<file path="src/rtl/fmul_rr_scheduler.sv">
// fmul_rr_scheduler
//   Shares one pipelined floating-point multiplier (fixed latency MULT_LAT)
//   among N_REQ requesters. At most one request is issued per cycle, picked
//   round-robin. A {valid,id} tag follows each operation down a shift
//   register that matches the multiplier latency. Every returning result is
//   pushed into a response FIFO. Issue is credit-limited, so the FIFO cannot
//   overflow.
//
// Ports
//   clk        : clock, all state updates on posedge
//   reset      : synchronous reset, active low
//   req_valid  : request pending, bit i belongs to requester i
//   req_ready  : one-hot grant (or zero); a transfer is valid & ready
//   req_op_a   : operand A of requester i at [i*WIDTH +: WIDTH]
//   req_op_b   : operand B, packed the same way
//   req_opcode : opcode of requester i at [i*2 +: 2]
//   mul_op_a   : operand A to the multiplier (zero when nothing is issued)
//   mul_op_b   : operand B to the multiplier (zero when nothing is issued)
//   mul_opcode : opcode to the multiplier (zero when nothing is issued)
//   mul_res    : multiplier result, MULT_LAT cycles after its operands
//   rsp_valid  : response FIFO is not empty
//   rsp_ready  : consumer takes the FIFO head
//   rsp_id     : requester id of the FIFO head
//   rsp_data   : product at the FIFO head
module fmul_rr_scheduler #(
  parameter int N_REQ     = 4,
  parameter int WIDTH     = 64,
  parameter int MULT_LAT  = 1,
  parameter int RSP_DEPTH = 4,
  parameter int ID_W      = $clog2(N_REQ)
) (
  input  logic                     clk,
  input  logic                     reset,
  input  logic [N_REQ-1:0]         req_valid,
  output logic [N_REQ-1:0]         req_ready,
  input  logic [N_REQ*WIDTH-1:0]   req_op_a,
  input  logic [N_REQ*WIDTH-1:0]   req_op_b,
  input  logic [N_REQ*2-1:0]       req_opcode,
  output logic [WIDTH-1:0]         mul_op_a,
  output logic [WIDTH-1:0]         mul_op_b,
  output logic [1:0]               mul_opcode,
  input  logic [WIDTH-1:0]         mul_res,
  output logic                     rsp_valid,
  input  logic                     rsp_ready,
  output logic [ID_W-1:0]          rsp_id,
  output logic [WIDTH-1:0]         rsp_data
);

  localparam int PTR_W = (RSP_DEPTH > 1) ? $clog2(RSP_DEPTH) : 1;
  localparam int CNT_W = $clog2(RSP_DEPTH + 1);

  logic [ID_W-1:0]       rr_ptr;
  logic [MULT_LAT-1:0]   tag_valid;
  logic [ID_W-1:0]       tag_id [MULT_LAT];
  logic [ID_W+WIDTH-1:0] fifo_mem [RSP_DEPTH];
  logic [PTR_W-1:0]      wr_ptr;
  logic [PTR_W-1:0]      rd_ptr;
  logic [CNT_W-1:0]      fifo_cnt;

  int                    inflight;
  logic                  can_issue;
  logic                  gnt_found;
  logic [ID_W-1:0]       gnt_id;
  logic [ID_W-1:0]       scan_idx;
  int                    scan_sum;
  logic                  gnt_valid;
  logic                  push;
  logic                  pop;

  function automatic logic [PTR_W-1:0] ptr_inc(input logic [PTR_W-1:0] p);
    return (p == PTR_W'(RSP_DEPTH - 1)) ? '0 : p + 1'b1;
  endfunction

  // Every valid tag stage holds a result that will land in the FIFO, so it
  // already owns a FIFO slot. Pre-edge occupancy only: a pop in this same
  // cycle does not free a credit until the next cycle.
  always_comb begin
    inflight = 0;
    for (int s = 0; s < MULT_LAT; s++) begin
      inflight = inflight + int'(tag_valid[s]);
    end
  end

  assign can_issue = reset && ((inflight + int'(fifo_cnt)) < RSP_DEPTH);

  // Round-robin scan that starts at rr_ptr; the first valid requester wins.
  always_comb begin
    gnt_found = 1'b0;
    gnt_id    = '0;
    scan_idx  = '0;
    scan_sum  = 0;
    for (int k = 0; k < N_REQ; k++) begin
      scan_sum = int'(rr_ptr) + k;
      if (scan_sum >= N_REQ) begin
        scan_sum = scan_sum - N_REQ;
      end
      scan_idx = ID_W'(scan_sum);
      if (!gnt_found && req_valid[scan_idx]) begin
        gnt_found = 1'b1;
        gnt_id    = scan_idx;
      end
    end
  end

  assign gnt_valid = can_issue && gnt_found;

  always_comb begin
    req_ready  = '0;
    mul_op_a   = '0;
    mul_op_b   = '0;
    mul_opcode = '0;
    if (gnt_valid) begin
      req_ready  = N_REQ'(1) << gnt_id;
      mul_op_a   = req_op_a[gnt_id*WIDTH +: WIDTH];
      mul_op_b   = req_op_b[gnt_id*WIDTH +: WIDTH];
      mul_opcode = req_opcode[gnt_id*2 +: 2];
    end
  end

  assign push      = tag_valid[MULT_LAT-1];
  assign rsp_valid = reset && (fifo_cnt != '0);
  assign pop       = rsp_valid && rsp_ready;
  assign rsp_id    = fifo_mem[rd_ptr][ID_W+WIDTH-1:WIDTH];
  assign rsp_data  = fifo_mem[rd_ptr][WIDTH-1:0];

  always_ff @(posedge clk) begin
    if (!reset) begin
      rr_ptr    <= '0;
      tag_valid <= '0;
      for (int s = 0; s < MULT_LAT; s++) begin
        tag_id[s] <= '0;
      end
      wr_ptr    <= '0;
      rd_ptr    <= '0;
      fifo_cnt  <= '0;
    end else begin
      if (gnt_valid) begin
        rr_ptr <= (gnt_id == ID_W'(N_REQ - 1)) ? '0 : gnt_id + 1'b1;
      end
      // The multiplier never stalls, so the tag line shifts every cycle.
      tag_valid[0] <= gnt_valid;
      tag_id[0]    <= gnt_valid ? gnt_id : '0;
      for (int s = 1; s < MULT_LAT; s++) begin
        tag_valid[s] <= tag_valid[s-1];
        tag_id[s]    <= tag_id[s-1];
      end
      if (push) begin
        wr_ptr <= ptr_inc(wr_ptr);
      end
      if (pop) begin
        rd_ptr <= ptr_inc(rd_ptr);
      end
      if (push && !pop) begin
        fifo_cnt <= fifo_cnt + 1'b1;
      end else if (!push && pop) begin
        fifo_cnt <= fifo_cnt - 1'b1;
      end
      // The credit scheme makes a push into a full FIFO impossible.
      assert (!(push && (fifo_cnt == CNT_W'(RSP_DEPTH))));
    end
  end

  always_ff @(posedge clk) begin
    if (reset && push) begin
      fifo_mem[wr_ptr] <= {tag_id[MULT_LAT-1], mul_res};
    end
  end

endmodule

</file>
<file path="config.mk">
export PLATFORM = sky130hd
export DESIGN_NAME = fmul_rr_scheduler
export DESIGN_NICKNAME = d
export VERILOG_FILES = /design/src/rtl/fmul_rr_scheduler.sv
export SDC_FILE = /design/constraint.sdc
export NUM_CORES = 1
export LEC_CHECK = 0
export CAP_MARGIN = 25
export CORE_AREA = 10 10 297 299
export DETAILED_ROUTE_END_ITERATION = 16
export DIE_AREA = 0 0 307 309
export PLACE_DENSITY = 0.46
export SKIP_CTS_REPAIR_TIMING = 1
export SLEW_MARGIN = 20
export SYNTH_ARGS = -nofsm -noshare
export SYNTH_HDL_FRONTEND = slang
export SYNTH_SLANG_ARGS = --single-unit
</file>
<file path="constraint.sdc">
create_clock -name clk -period 6.3 [get_ports clk]
set_input_delay 1.26 -clock clk [delete_from_list [all_inputs] [get_ports clk]]
set_output_delay 1.26 -clock clk [all_outputs]
set_load 0.01 [all_outputs]
</file>
# Word level (Yosys, flattened, before mapping)
# Memory sizes are Yosys's and may differ from the RTL's. A register that Yosys moved wholly into a read port is not among the register bits.
# Index checks and enable logic that the tools add are counted.
[classes]
addsub = 13
magnitude_cmp = 9
n_eq_ne = 3
n_shift = 4
muxes = 38
reduce_logical = 18
[op_table]
columns = ["cell", "count"]
rows = [
  ["256-bit by 9-bit variable part select with 64-bit output", 2],
  ["64-bit 2-to-1 mux", 2],
  ["2-bit 2-to-1 mux", 16],
  ["1-bit 2-to-1 mux", 13],
  ["2-bit by 3-bit < comparator with 1-bit output (second input constant)", 4],
  ["1-bit logical AND", 10],
  ["3-bit greater-or-equal comparator (second input constant)", 3],
  ["1-bit binary-select mux with 2-bit select", 4],
  ["8-bit by 4-bit variable part select with 2-bit output", 1],
  ["2-bit by 1-bit subtractor with 2-bit output (second input constant)", 4],
  ["2-bit by 1-bit adder with 2-bit output (second input constant)", 3],
  ["2-bit by 2-bit adder with 3-bit output (second input constant)", 2],
  ["2-bit == test (second input constant)", 3],
  ["3-bit 2-to-1 mux", 2],
  ["1-bit zero test", 5],
  ["1-bit by 3-bit adder with 4-bit output", 1],
  ["4-bit by 3-bit < comparator with 1-bit output (second input constant)", 1],
  ["4-bit 2-to-1 mux", 1],
  ["1-bit by 2-bit << shifter with 4-bit output (first input constant)", 1],
  ["2-bit by 1-bit adder with 3-bit output (second input constant)", 1],
  ["3-bit by 1-bit adder with 3-bit output (second input constant)", 1],
  ["2-bit by 3-bit greater-or-equal comparator with 1-bit output (second input constant)", 1],
  ["3-bit nonzero test", 1],
  ["3-bit by 1-bit subtractor with 3-bit output (second input constant)", 1],
  ["2 further kinds", 2],
]
[totals]
ff_bits = 10
mem_bits_rw = 266
input_bits = 591
n_memories = 2
[mem_list]
columns = ["name", "words", "word_bits", "read_ports", "rd_clocked_by_memory_dff", "write_ports", "line", "text"]
rows = [
  ["fifo_mem", 4, 66, 1, 1, 1, "55", "logic [ID_W+WIDTH-1:0] fifo_mem [RSP_DEPTH];"],
  ["tag_id", 1, 2, 1, 0, 1, "54", "logic [ID_W-1:0] tag_id [MULT_LAT];"],
]

# Depth between registers and ports, before layout
[logic_depth]
word_depth = 17
depth_mapped = 8
mapped_depth_nobuf = 8

# Worst setup path before layout
# OpenSTA, ideal clock, no wires.
[synth_timing]
path_type = "input to output"
startpoint = "input req_valid[2]"
endpoint = "output mul_op_a[0]"
arrival_ps = 2568
t_required_ps = 5040
path_slack_ps = 2472
path_stages = 8
n_path_buf = 3
cell_sequence = "inv_1 o22ai_1 a211o_1 nand2b_4 buf_6 buf_6 buf_6 o22ai_1"
[synth_via]
elab_chain_cells = 14
[synth_lines]
columns = ["element", "line", "text"]
rows = [
  ["start: declaration", "34", "input logic [N_REQ-1:0] req_valid,"],
  ["1-bit binary-select mux with 2-bit select", "98", "if (!gnt_found && req_valid[scan_idx]) begin"],
  ["1-bit 2-to-1 mux (implied by the code)", "98", ""],
  ["1-bit 2-to-1 mux", "98", ""],
  ["1-bit zero test", "98", ""],
  ["1-bit logical AND", "98", ""],
  ["1-bit 2-to-1 mux", "98", ""],
  ["1-bit zero test", "98", ""],
  ["1-bit logical AND", "98", ""],
  ["1-bit 2-to-1 mux", "98", ""],
  ["1-bit zero test", "98", ""],
  ["1-bit logical AND", "98", ""],
  ["2-bit 2-to-1 mux or 1-bit 2-to-1 mux (tied branches)", "98", ""],
  ["256-bit by 9-bit variable part select with 64-bit output or 1-bit logical AND (tied branches)", "114, 105", ""],
  ["64-bit 2-to-1 mux *", "112", "if (gnt_valid) begin"],
  ["end: declaration", "39", "output logic [WIDTH-1:0] mul_op_a,"],
]
# Mark *: on every way between the ends. The rest lies on a longest branch, timed or not. The select of a mux whose other input is x is not followed.

# Worst setup path after layout
[layout_timing]
startpoint = "input req_valid[2]"
endpoint = "output mul_op_b[30]"
[layout_via]
elab_chain_cells = 14
[layout_lines]
columns = ["element", "line", "text"]
rows = [
  ["1-bit binary-select mux with 2-bit select", "98", ""],
  ["1-bit 2-to-1 mux (implied by the code)", "98", ""],
  ["1-bit 2-to-1 mux", "98", ""],
  ["1-bit zero test", "98", ""],
  ["1-bit logical AND", "98", ""],
  ["1-bit 2-to-1 mux", "98", ""],
  ["1-bit zero test", "98", ""],
  ["1-bit logical AND", "98", ""],
  ["1-bit 2-to-1 mux", "98", ""],
  ["1-bit zero test", "98", ""],
  ["1-bit logical AND", "98", ""],
  ["2-bit 2-to-1 mux or 1-bit 2-to-1 mux (tied branches)", "98", ""],
  ["256-bit by 9-bit variable part select with 64-bit output or 1-bit logical AND (tied branches)", "115, 105", ""],
  ["64-bit 2-to-1 mux *", "112", ""],
  ["end: declaration", "40", "output logic [WIDTH-1:0] mul_op_b,"],
]
# Marked as above.

==> results by group <==
STA
  – Min cycle time layout: 5800 ps
  – Worst slew margin: 41.8%
  – Final period utilization: 92.0%
  – RSZ-0062 raised after global routing: no
  – Worst Tran Pin Value: 874 ps
  – Fin Clk Skew: 12.6 ps
  – Final number of max-transition violations: 0
  – Final setup viols: 0
  – Final Hold Violating Endpoints: 0
  – Setup_tns: 0 ps
  – Achievable Freq: 173 MHz

Floorplanning
  – Rows: 105
  – Ports: 792
  – Core area: 0.0818 mm²
  – Die ar.: 0.0949 mm²
  – Die Y: 309 µm
  – Initial Utilization: 17.2%
  – Die Width: 307 µm

Synthesis
  – Cell taking the most area after synthesis: edfxtp_1
  – Synthesized instance count: 874
  – Register bit count reported by yosys: 278
  – Ys Warns: 0
  – Syn_area_per_cell: 16.1 µm²
  – Synthesized cell area: 0.0141 mm²
  – Mapped Nets: 1476
  – Distinct cells, synth: 35
  – Post-synthesis sequential area ratio: 58.3%
  – Top post-synthesis cells by area: edfxtp_1, mux2i_1, mux4_2
  – Top cell type's share of synthesized area: 56.3%

Layout
  – # fillers: 8278
  – Commonest non-fill, non-tap cells in the layout: clkdlybuf4s50_1, mux2i_1, edfxtp_1
  – Register area: 0.00822 mm²
  – Area of the multi-input gates: 0.00541 mm²
  – Core Util, Final: 29.5%
  – Commonest non-fill, non-tap cell in the layout: clkdlybuf4s50_1
  – Layout cells sized above 1: 9.12%
  – Layout area overhead: 71.7%
  – Nets@finish: 2258

Critical path
  – Critical R2R Launch: rr_ptr[0]
  – Crit. End Element: output pin
  – Crit path launch: req_valid[2]
  – Worst-path maximum fanout: 57
  – Critical setup path kind: primary input to output pin
  – CP arrival: 4540 ps
  – Worst Path Required: 5040 ps
  – Startpoint types: primary input

Routing
  – Final WL: 100000 µm
  – Via count: 12200
  – Via density per instance: 4.38
  – Antenna-violating nets left: 0
  – Drt wl/cell: 36.0 µm
  – DRC: 0
  – DRT iter0 DRCs: 1069
  – Drt first pass iters: 5

CTS
  – # clock sinks: 278
  – CTS tree: built
  – Clk root buf: clkbuf_16
  – Clk buf depth: 3
  – Total CTS buffers: 27
  – Clk_lat worst skew: 550 ps
  – H-tree Lvls: 1
  – Clock transition at the registers of the reported paths: 60 ps

Placed design
  – HPWL after DPL: 85000 µm
  – I/O Buffers: 791
  – Final Wtd Congestion: 0.937

Global route
  – Initial antenna violation count: 111
  – Largest net degree at the start of global routing: 58
  – Vias in the first global route: 12700
  – Total track usage: 20.0%
  – First-pass GRT wire length: 127000 µm
  – Total global routing overflow: 0

Run
  – Number of max-cap violations: 0

Run status
  – Status: completed

Hold path
  – Hold Crit Class: flip-flop to flip-flop
  – Hold path start: tag_id[0][0]

Pwr
  – Cell Pwr Density: 289 mW/mm²
  – Worst VDD drop: 162 µV
  – Leak pwr: 0.00803 µW
==> sequential cells by signal (all words and copies together), names as in the netlist, named ones only <==
| name | flops |
|---|---|
| fifo_mem | 264 |
| fifo_cnt | 3 |
| rd_ptr | 2 |
| rr_ptr | 2 |
| tag_id | 2 |
| wr_ptr | 2 |
| push | 1 |
==> metrics by stage <==
step	hold slack, ps	total power [µW]	instances	area, µm²	setup WS, ps
2_1_floorplan	438	3740	874	14100	2470
3_3_place_gp	447	5550	2697	23300	510
3_5_place_dp	483	5540	2697	23300	550
4_1_cts	496	7090	2747	24100	538
5_1_grt	513	7290	2750	24100	399
6_report	488	6980	2779	24200	504
==> cells in the mapped netlist, drive strengths merged <==
master and instances:
xor2 1, a211o 1, edfxtp 264, nor2b 5, nand3 4, buf 55, mux4 66, nand3b 1
nor2 3, a31oi 1, o22ai 131, ha 10, a21boi 1, o22a 1, and2 6, nand2b 3
a21o 1, dfxtp 14, o21ai 2, nand2 3, xnor2 1, clkbuf 18, o31ai 1, a21oi 2
mux2i 264, inv 8, and3 4, fa 1, o31a 1, or3 1
==> report_power, final <==
part / total, µW / switching (µW) / leakage [µW] / internal [µW]
combinational: 3200 / 1490 / 0.00512 / 1710
clock: 1510 / 685 / 0.000399 / 829
sequential: 2270 / 115 / 0.00251 / 2150
==> path summary, 6_finish.rpt <==
kind	end	slack, ps	depth (start not counted)
worst max register to register	rr_ptr[0]	3980	7
worst min register to register	fifo_mem[1][64]	490	0
worst max-delay path	mul_op_b[30]	500	9
worst min-delay path	fifo_mem[1][64]	490	0
==> cell families after synthesis <==
kind of cell | share of synthesized area (%)
AOI/OAI and AO/OA | 6.46
buffers and inverters | 3.55
and+or+nand+nor | 1.25
muxes | 29.3
DFF | 58.3
adders and majority gates | 1.03
xor gates and xnor gates | 0.124
==> metal layers <==
| metal | part of all wire (%) | GRT usage [%] | routed length [µm] |
|---|---|---|---|
| met5 | 0.22 | 0 | 223 |
| met4 | 1.5 | 2.62 | 1530 |
| met3 | 12 | 8.27 | 11900 |
| met2 | 47 | 33.9 | 47500 |
| met1 | 39 | 24.2 | 39000 |
==> area by class of cell <==
class / instances / area share, %
flip-flops and latches: 278 / 34.0
inverters: 8 / 0.124
diodes: 32 / 0.331
well taps: 1070 / 5.54
clock buffers: 32 / 2.87
multi-input cells: 515 / 22.4
clock inverters: 18 / 0.497
repair buffers: 826 / 34.3
==> worst max-delay path, cell delays in order <==
cell and delay (ps):
clkdlybuf4s50_1 520, inv_1 120, o22ai_1 180, a211o_1 450, nand2_4 420, buf_12 340, buf_4 230, o22ai_1 310
clkdlybuf4s50_1 630
Note: power is estimated with default switching activity, not from simulation.
